--- config.mk ---
export PLATFORM = sky130hd
export DESIGN_NAME = axis_burst_source
export DESIGN_NICKNAME = d
export VERILOG_FILES = /design/src/rtl/rfsoc_config_pkg.sv /design/src/rtl/axis_burst_source.sv
export SDC_FILE = /design/constraint.sdc
export NUM_CORES = 1
export LEC_CHECK = 0
export CORE_MARGIN = 2
export CORE_UTILIZATION = 50
export CTS_BUF_LIST = sky130_fd_sc_hd__clkbuf_16
export CTS_CLUSTER_SIZE = 8
export DETAILED_ROUTE_END_ITERATION = 6
export DONT_BUFFER_PORTS = 1
export GPL_TIMING_DRIVEN = 0
export PLACE_DENSITY = 0.69
export SLEW_MARGIN = 20
export SYNTH_ARGS = -nofsm -noshare
export SYNTH_HDL_FRONTEND = slang
export SYNTH_SLANG_ARGS = --single-unit
--- constraint.sdc ---
create_clock -name clk -period 10.5 [get_ports clk]
set_clock_uncertainty 0.05 [all_clocks]
set_input_delay 1.575 -clock clk [delete_from_list [all_inputs] [get_ports clk]]
set_output_delay 1.575 -clock clk [all_outputs]
set_load 0.05 [all_outputs]
--- src/rtl/rfsoc_config_pkg.sv ---
// rtl/rfsoc_config_pkg.sv - shared state encodings and default widths for the sample path
package rfsoc_config;

  typedef enum logic [1:0] {BS_IDLE, BS_SEND, BS_GAP} burst_state_t;

  localparam int AXIS_DW     = 16;
  localparam int BURST_LEN_W = 8;

endpackage

--- src/rtl/axis_burst_source.sv ---
// rtl/axis_burst_source.sv - AXI-Stream master emitting repeated arithmetic bursts separated by idle gaps
module axis_burst_source
  import rfsoc_config::*;
#(
  parameter int DATA_WIDTH = AXIS_DW,
  parameter int LEN_WIDTH  = BURST_LEN_W,
  parameter int GAP_WIDTH  = 8,
  parameter int REP_WIDTH  = 8
) (
  input  logic                  clk,
  input  logic                  rst,
  input  logic                  start,
  input  logic                  abort,
  input  logic [DATA_WIDTH-1:0] cfg_first,
  input  logic [DATA_WIDTH-1:0] cfg_step,
  input  logic [LEN_WIDTH-1:0]  cfg_burst_len,
  input  logic [GAP_WIDTH-1:0]  cfg_gap,
  input  logic [REP_WIDTH-1:0]  cfg_repeat,
  output logic                  busy,
  output logic                  done,
  output logic                  aborted,
  output logic [DATA_WIDTH-1:0] m_axis_tdata,
  output logic                  m_axis_tvalid,
  input  logic                  m_axis_tready,
  output logic                  m_axis_tlast
);

  burst_state_t          state_q, state_d;
  logic [DATA_WIDTH-1:0] tdata_q, tdata_d;
  logic                  tvalid_q, tvalid_d;
  logic                  tlast_q, tlast_d;
  logic [LEN_WIDTH-1:0]  beat_q, beat_d;
  logic [REP_WIDTH-1:0]  burst_q, burst_d;
  logic [GAP_WIDTH-1:0]  gap_cnt_q, gap_cnt_d;
  logic [DATA_WIDTH-1:0] step_q, step_d;
  logic [LEN_WIDTH-1:0]  len_q, len_d;
  logic [GAP_WIDTH-1:0]  gap_q, gap_d;
  logic [REP_WIDTH-1:0]  rep_q, rep_d;
  logic                  abort_pend_q, abort_pend_d;
  logic                  busy_q, busy_d;
  logic                  done_q, done_d;
  logic                  aborted_q, aborted_d;

  logic                  hs;
  logic                  abort_req;
  logic [REP_WIDTH-1:0]  burst_inc;

  always_comb begin
    state_d      = state_q;
    tdata_d      = tdata_q;
    tvalid_d     = tvalid_q;
    beat_d       = beat_q;
    burst_d      = burst_q;
    gap_cnt_d    = gap_cnt_q;
    step_d       = step_q;
    len_d        = len_q;
    gap_d        = gap_q;
    rep_d        = rep_q;
    abort_pend_d = abort_pend_q;
    busy_d       = busy_q;
    done_d       = 1'b0;
    aborted_d    = 1'b0;
    hs           = tvalid_q & m_axis_tready;
    abort_req    = abort | abort_pend_q;
    burst_inc    = burst_q + REP_WIDTH'(1);

    case (state_q)
      BS_IDLE: begin
        abort_pend_d = 1'b0;
        if (start && !abort) begin
          step_d   = cfg_step;
          len_d    = cfg_burst_len;
          gap_d    = cfg_gap;
          rep_d    = cfg_repeat;
          tdata_d  = cfg_first;
          tvalid_d = 1'b1;
          beat_d   = '0;
          burst_d  = '0;
          busy_d   = 1'b1;
          state_d  = BS_SEND;
        end
      end
      BS_SEND: begin
        abort_pend_d = abort_req;
        if (hs) begin
          // The word sequence runs on across burst boundaries; only the beat index restarts.
          tdata_d = tdata_q + step_q;
          beat_d  = beat_q + LEN_WIDTH'(1);
          if (tlast_q) begin
            burst_d = burst_inc;
            beat_d  = '0;
          end
          if (tlast_q && rep_q != '0 && burst_inc == rep_q) begin
            state_d      = BS_IDLE;
            tvalid_d     = 1'b0;
            busy_d       = 1'b0;
            abort_pend_d = 1'b0;
            done_d       = 1'b1;
          end else if (abort_req) begin
            state_d      = BS_IDLE;
            tvalid_d     = 1'b0;
            busy_d       = 1'b0;
            abort_pend_d = 1'b0;
            aborted_d    = 1'b1;
          end else if (tlast_q && gap_q != '0) begin
            state_d   = BS_GAP;
            tvalid_d  = 1'b0;
            gap_cnt_d = gap_q;
          end
        end
      end
      BS_GAP: begin
        if (abort_req) begin
          state_d      = BS_IDLE;
          busy_d       = 1'b0;
          abort_pend_d = 1'b0;
          aborted_d    = 1'b1;
        end else if (gap_cnt_q == GAP_WIDTH'(1)) begin
          state_d  = BS_SEND;
          tvalid_d = 1'b1;
        end else begin
          gap_cnt_d = gap_cnt_q - GAP_WIDTH'(1);
        end
      end
      default: begin
        state_d  = BS_IDLE;
        tvalid_d = 1'b0;
        busy_d   = 1'b0;
      end
    endcase

    // burst_len of 0 makes len-1 wrap to all ones, giving 2**LEN_WIDTH beats.
    tlast_d = tvalid_d & (beat_d == len_d - LEN_WIDTH'(1));
  end

  always_ff @(posedge clk or negedge rst) begin
    if (!rst) begin
      state_q      <= BS_IDLE;
      tdata_q      <= '0;
      tvalid_q     <= 1'b0;
      tlast_q      <= 1'b0;
      beat_q       <= '0;
      burst_q      <= '0;
      gap_cnt_q    <= '0;
      step_q       <= '0;
      len_q        <= '0;
      gap_q        <= '0;
      rep_q        <= '0;
      abort_pend_q <= 1'b0;
      busy_q       <= 1'b0;
      done_q       <= 1'b0;
      aborted_q    <= 1'b0;
    end else begin
      state_q      <= state_d;
      tdata_q      <= tdata_d;
      tvalid_q     <= tvalid_d;
      tlast_q      <= tlast_d;
      beat_q       <= beat_d;
      burst_q      <= burst_d;
      gap_cnt_q    <= gap_cnt_d;
      step_q       <= step_d;
      len_q        <= len_d;
      gap_q        <= gap_d;
      rep_q        <= rep_d;
      abort_pend_q <= abort_pend_d;
      busy_q       <= busy_d;
      done_q       <= done_d;
      aborted_q    <= aborted_d;
    end
  end

  assign busy          = busy_q;
  assign done          = done_q;
  assign aborted       = aborted_q;
  assign m_axis_tdata  = tdata_q;
  assign m_axis_tvalid = tvalid_q;
  assign m_axis_tlast  = tlast_q;

endmodule

# Yosys cells after proc, flatten, opt, wreduce, memory -nomap -nowiden
# Cells that the tools add are included.
[op_classes] mux=51 add_sub_neg=5 n_reduce_logical=18 n_lt_le_gt_ge=0 mul=0 eq_ne=16 div=0 shift=0 bitwise_logic=3
[op_table] operator="2-to-1 mux 8 bit" count=14
[op_table] operator="case mux 8 bit (2 select lines)" count=3
[op_table] operator="2-to-1 mux 16 bit" count=2
[op_table] operator="case mux 16 bit (2 select lines)" count=1
[op_table] operator="2-to-1 mux 1 bit" count=19
[op_table] operator="!= test 2 bit, second input constant" count=9
[op_table] operator="adder 16 bit" count=1
[op_table] operator="adder 8 x 1 -> 8 bit, second input constant" count=2
[op_table] operator="equality test 8 bit" count=2
[op_table] operator="nonzero test 8 bit" count=2
[op_table] operator="subtractor 8 x 1 -> 8 bit, second input constant" count=2
[op_table] operator="2-to-1 mux 2 bit" count=7
[op_table] operator="case mux 1 bit (3 select lines)" count=3
[op_table] operator="equality test 8 x 1 -> 1 bit, second input constant" count=1
[op_table] operator="AND reduction 4 bit" count=2
[op_table] operator="AND reduction 7 bit" count=1
[op_table] operator="case mux 2 bit (3 select lines)" count=1
[op_table] operator="AND reduction 2 bit" count=3
[op_table] operator="logical AND 1 bit" count=4
[op_table] operator="!= test 4 bit, second input constant" count=1
[op_table] operator="nonzero test 2 bit" count=2
[op_table] operator="!= test 3 bit, second input constant" count=1
[op_table] operator="AND reduction 3 bit" count=1
[op_table] operator="nonzero test 3 bit" count=1
[op_table] operator="7 further kinds" count=8
[totals] out_inout_bits=21 mem_count=0 register_bits=88 ramBits=0 latchBits=0 word_cells=108 input_bits=61 romBits=0

# Longest topological paths before layout
[depth] ltp_word=8 depth_mapped=15 mapped_depth_nobuf=12

# Worst setup path before layout
# Ideal clock, no wire load.
[synth_path] kind="input-to-reg" from="input abort" to="register tlast_q (netlist: m_axis_tlast)" slack_ps=5989 arrival_time_ps=4350 cell_stages=13 setup_time_ps=111 path_buffers=3 path_cell_list="nand3b_4 > buf_4 > buf_2 > buf_1 > mux2i_1 > ha_1 > nor3b_1 > xnor2_1 > nor2_1 > a21oi_1 > xnor2_1 > or4_1 > a2111oi_2"
[synth_between] elab_chain_len=7 word_cells_on_any_way=16
[synth_rtl] item="from (decl)" line="axis_burst_source.sv:13" text="input logic abort,"
[synth_rtl] item="logical NOT 1 bit" line="axis_burst_source.sv:70" text="if (start && !abort) begin"
[synth_rtl] item="logical AND 1 bit" line="axis_burst_source.sv:70"
[synth_rtl] item="2-to-1 mux 8 bit" line="axis_burst_source.sv:70"
[synth_rtl] item="2-to-1 mux 8 bit" line="axis_burst_source.sv:67" text="case (state_q)"
[synth_rtl] item="subtractor 8 x 1 -> 8 bit" line="axis_burst_source.sv:133" text="tlast_d = tvalid_d & (beat_d == len_d - LEN_WIDTH'(1));"
[synth_rtl] item="equality test 8 bit" line="axis_burst_source.sv:133"
[synth_rtl] item="bitwise AND 1 bit (*)" line="axis_burst_source.sv:133"
[synth_rtl] item="net tlast_d" line="axis_burst_source.sv:31" text="logic tlast_q, tlast_d;"
[synth_rtl] item="to (signal assigned)" line="axis_burst_source.sv:157" text="tlast_q <= tlast_d;"
[synth_rtl] item="to (decl)" line="axis_burst_source.sv:31"
# The timed path passes the listed nets; every way through them passes the cells marked *.
# A chain may end at the register's enable or synchronous reset.

# Final worst setup path
# Ends and elaborated chain as after synthesis.

==> results.ini <==
[synth]
synth-edff-count = 0
async_flop_share = 1.000
synth_top_area_share = 0.4116
synth_area_leaders = dfrtp_1 (41%), mux2_2 (8.2%), ha_1 (5.6%)
yosysMostFrequentCell = dfrtp_1
synth_flop_cell = dfrtp_1
syn_avg_cell_area_sq_um = 9.781
synth.distinct_cells = 66
synthCells = 547
yosys_warnings = 0
ys_seq_area_frac = 0.4116
synth-seq-cells = 88
synth_nets = 633
synth_top_area_cell = dfrtp_1
synth_common_cells = dfrtp_1 (88), nand2_1 (49), o21ai_0 (40), mux2_2 (39), a21oi_1 (33)
netlist_area_sq_mm = 0.005350

[die]
io_pins = 82
die_area_sq_mm = 0.01154
std_cell_rows = 37
core_sq_mm = 0.01037
initial_core_util = 0.5159
fp.dieW_microns = 107.4
die_y_microns = 107.4

[setup_path]
crit_end = m_axis_tlast
cp_max_fo = 10
path_buf_inv = 3
worstPathArrival_ns = 5.00
r2r_setup_slack_ns = 6.12
cp_top_family = buffers and inverters
crit_path_end_kind = flop
crit_chain = nand3b_4 > buf_4 > buf_2 > buf_1 > mux2i_1 > ha_1 > nor3b_1 > xnor2_1 > nor2_1 > a21oi_1 > xnor2_1 > or4_1 > a2111oi_2
startpoint = abort
r2r_cells = 15
crit_top_cell = xnor2_1
max_stage_delay_ns = 0.60
required_ns = 10.69
timing.rr.end = m_axis_tlast
worst-path-stages = 13
critPathLaunchType = input port
r2r-start = state_q[0]
critPathKind = in2reg
slowest_stage = buf_1

[placement]
place_ws_ns = 5.275
dp_hpwl_microns = 9353
portBuffers = 0
place.gp.congestion = 0.8640

[clock_tree]
cts_setup_buffers = 0
cts_buffers = 9
clock_latency_ns = 0.35
cts_buffer_depth = 2
cts_resized = 0
path_clk_slew_ns = 0.06
cts.hold.buffers_added = 0
cts-root-buf = clkbuf_16
cts_tree = built
cts.sink_count = 88
ctsHtreeMaxLevel = 3

[timing]
period_share = 0.4583
max_freq_mhz = 207.8
rsz0062_at_grt = no
setup-violations-final = 0
fin_hold_ws_ns = 0.4669
relSlewSlack = 0.5022
slew_violations = 0
fin_crit_ns = 4.813
fin_setup_tns_ns = 0
layout_setup_ws_ns = 5.687
hold_viol = 0
worstMarginPinSlew_ns = 0.7467

[grt]
met2_usage = 0.3775
grtUsageTotal = 0.2280
grt_max_degree = 89
grt_pass1_wl_microns = 20750
antenna_found_initial = 0
grt_pass1_vias = 4232
top_usage_layer = met2
gr-usage-met3 = 0.05145
grt_util_met1 = 0.2879
grt_remaining_overflow = 0

[run]
maxCapViolations = 0

[pwr]
clockPowerShare = 0.178
ir_drop_mv = 0.1360
p_comb_frac = 0.471
power.density_mw_per_mm2 = 351.8
switching_power_uw = 919.5
swShare = 0.4462
seqPwrFrac = 0.351
p_int_uw = 1141
leakagePower_uw = 0.002497

[cells_and_area]
fin_nets = 644
syn2layout_area_growth_pct = 9.472
diodes = 0
drive_gt1_frac = 0.1297

[worst_hold_path]
hp-class = reg2reg

[routing]
routedWlPerCell_microns = 18.14
drc_errors = 0
dr_total_vias = 4208
dr.pass1.iters = 5
drt_wl_total_microns = 12680
ant_nets = 0
drtIter0Drc = 219
viasPerCell = 6.020

[status]
status = complete, no violations

## area by class of cell
type,count,area [sq um]
clock inverter,7,111.4
buffer,19,78.83
clock buffer,9,225.2
sequential,88,2202
tap,136,170.2
fill,893,4513
multi-input combinational,420,2994
inverter,20,75.07
## power by group through the flow
stage / combinational, uW / clock, uW / sequential, uW
floorplan: 782 / 0 / 687
global placement: 924 / 0 / 722
detailed placement: 956 / 0 / 730
CTS: 964 / 373 / 722
global route: 1080 / 388 / 740
finish: 971 / 367 / 723
## sequential cells by signal, summed over array words and instances (netlist names)
| name | flops |
|---|---|
| rep_q | 8 |
| step_q | 16 |
| done | 1 |
| gap_q | 8 |
| aborted | 1 |
| abort_pend_q | 1 |
| state_q | 2 |
| len_q | 8 |
| gap_cnt_q | 8 |
| beat_q | 8 |
| m_axis_tlast | 1 |
| m_axis_tvalid | 1 |
| burst_q | 8 |
| m_axis_tdata | 16 |
| busy | 1 |
## cells by family (layout without fill, tap and decap cells)
group                      after synthesis  in the layout  share of synthesized area
and+or+nand+nor                        169            169                     0.1684
AOI/OAI and AO/OA                      141            141                     0.1700
DFF                                     88             88                     0.4116
muxes                                   53             53                     0.1090
buffers and inverters                   39             55                    0.02876
xor gates and xnor gates                32             32                    0.05238
adders and majority gates               25             25                    0.05987
## placed cells by master (no fill, tap or decap), types with 4 or more instances in the layout
| master | netlist | layout |
|---|---|---|
| clkbuf_1 | 11 | 11 |
| clkbuf_16 | 0 | 9 |
| o21ai_0 | 40 | 40 |
| ha_1 | 24 | 24 |
| a32oi_1 | 4 | 4 |
| o21a_1 | 6 | 6 |
| nand3_1 | 15 | 15 |
| o22ai_1 | 5 | 5 |
| nand2b_1 | 6 | 6 |
| dfrtp_1 | 88 | 88 |
| nor2_1 | 26 | 26 |
| mux2_2 | 39 | 39 |
| nand2_1 | 49 | 49 |
| nor4_1 | 4 | 4 |
| nor3_1 | 19 | 19 |
| or3_1 | 6 | 6 |
| a21oi_1 | 33 | 33 |
| nor3b_1 | 6 | 6 |
| mux2i_1 | 13 | 13 |
| nand3b_1 | 4 | 4 |
| a31oi_1 | 4 | 4 |
| o211ai_1 | 8 | 8 |
| xnor2_1 | 22 | 22 |
| a22o_1 | 4 | 4 |
| a21o_1 | 9 | 9 |
| inv_1 | 20 | 21 |
| or4_1 | 4 | 4 |
| xor2_1 | 10 | 10 |
| buf_1 | 4 | 4 |
| nor2b_1 | 5 | 5 |
| nand4_1 | 5 | 5 |
## how the worst min path moves through the flow
stage	startpoint	end	slack [ns]	cells past startpoint
2_1_floorplan	gap_q[7]	gap_cnt_q[7]	0.41	2
3_3_place_gp	len_q[7]	len_q[7]	0.44	1
3_5_place_dp	len_q[7]	len_q[7]	0.46	1
4_1_cts	len_q[7]	len_q[7]	0.47	1
5_1_grt	len_q[7]	len_q[7]	0.48	1
6_report	len_q[7]	len_q[7]	0.47	1
## routing by layer
metal  vias up  routed length (microns)
li1       2024                        -
met1      2048                     5522
met2       113                     6137
met3        23                      692
met4         0                      325
met5         -                        0
## per-stage QoR
| stage | utilization | instances | total power (uW) | area, sq um |
|---|---|---|---|---|
| floorplan | - | 547 | 1469 | 5350 |
| global placement | 0.5323 | 683 | 1646 | 5520 |
| detailed placement | 0.5323 | 683 | 1685 | 5520 |
| CTS | 0.5648 | 699 | 2059 | 5857 |
| global route | 0.5648 | 699 | 2212 | 5857 |
| finish | 0.5648 | 699 | 2061 | 5857 |
Note: power is estimated with default switching activity, not from simulation.
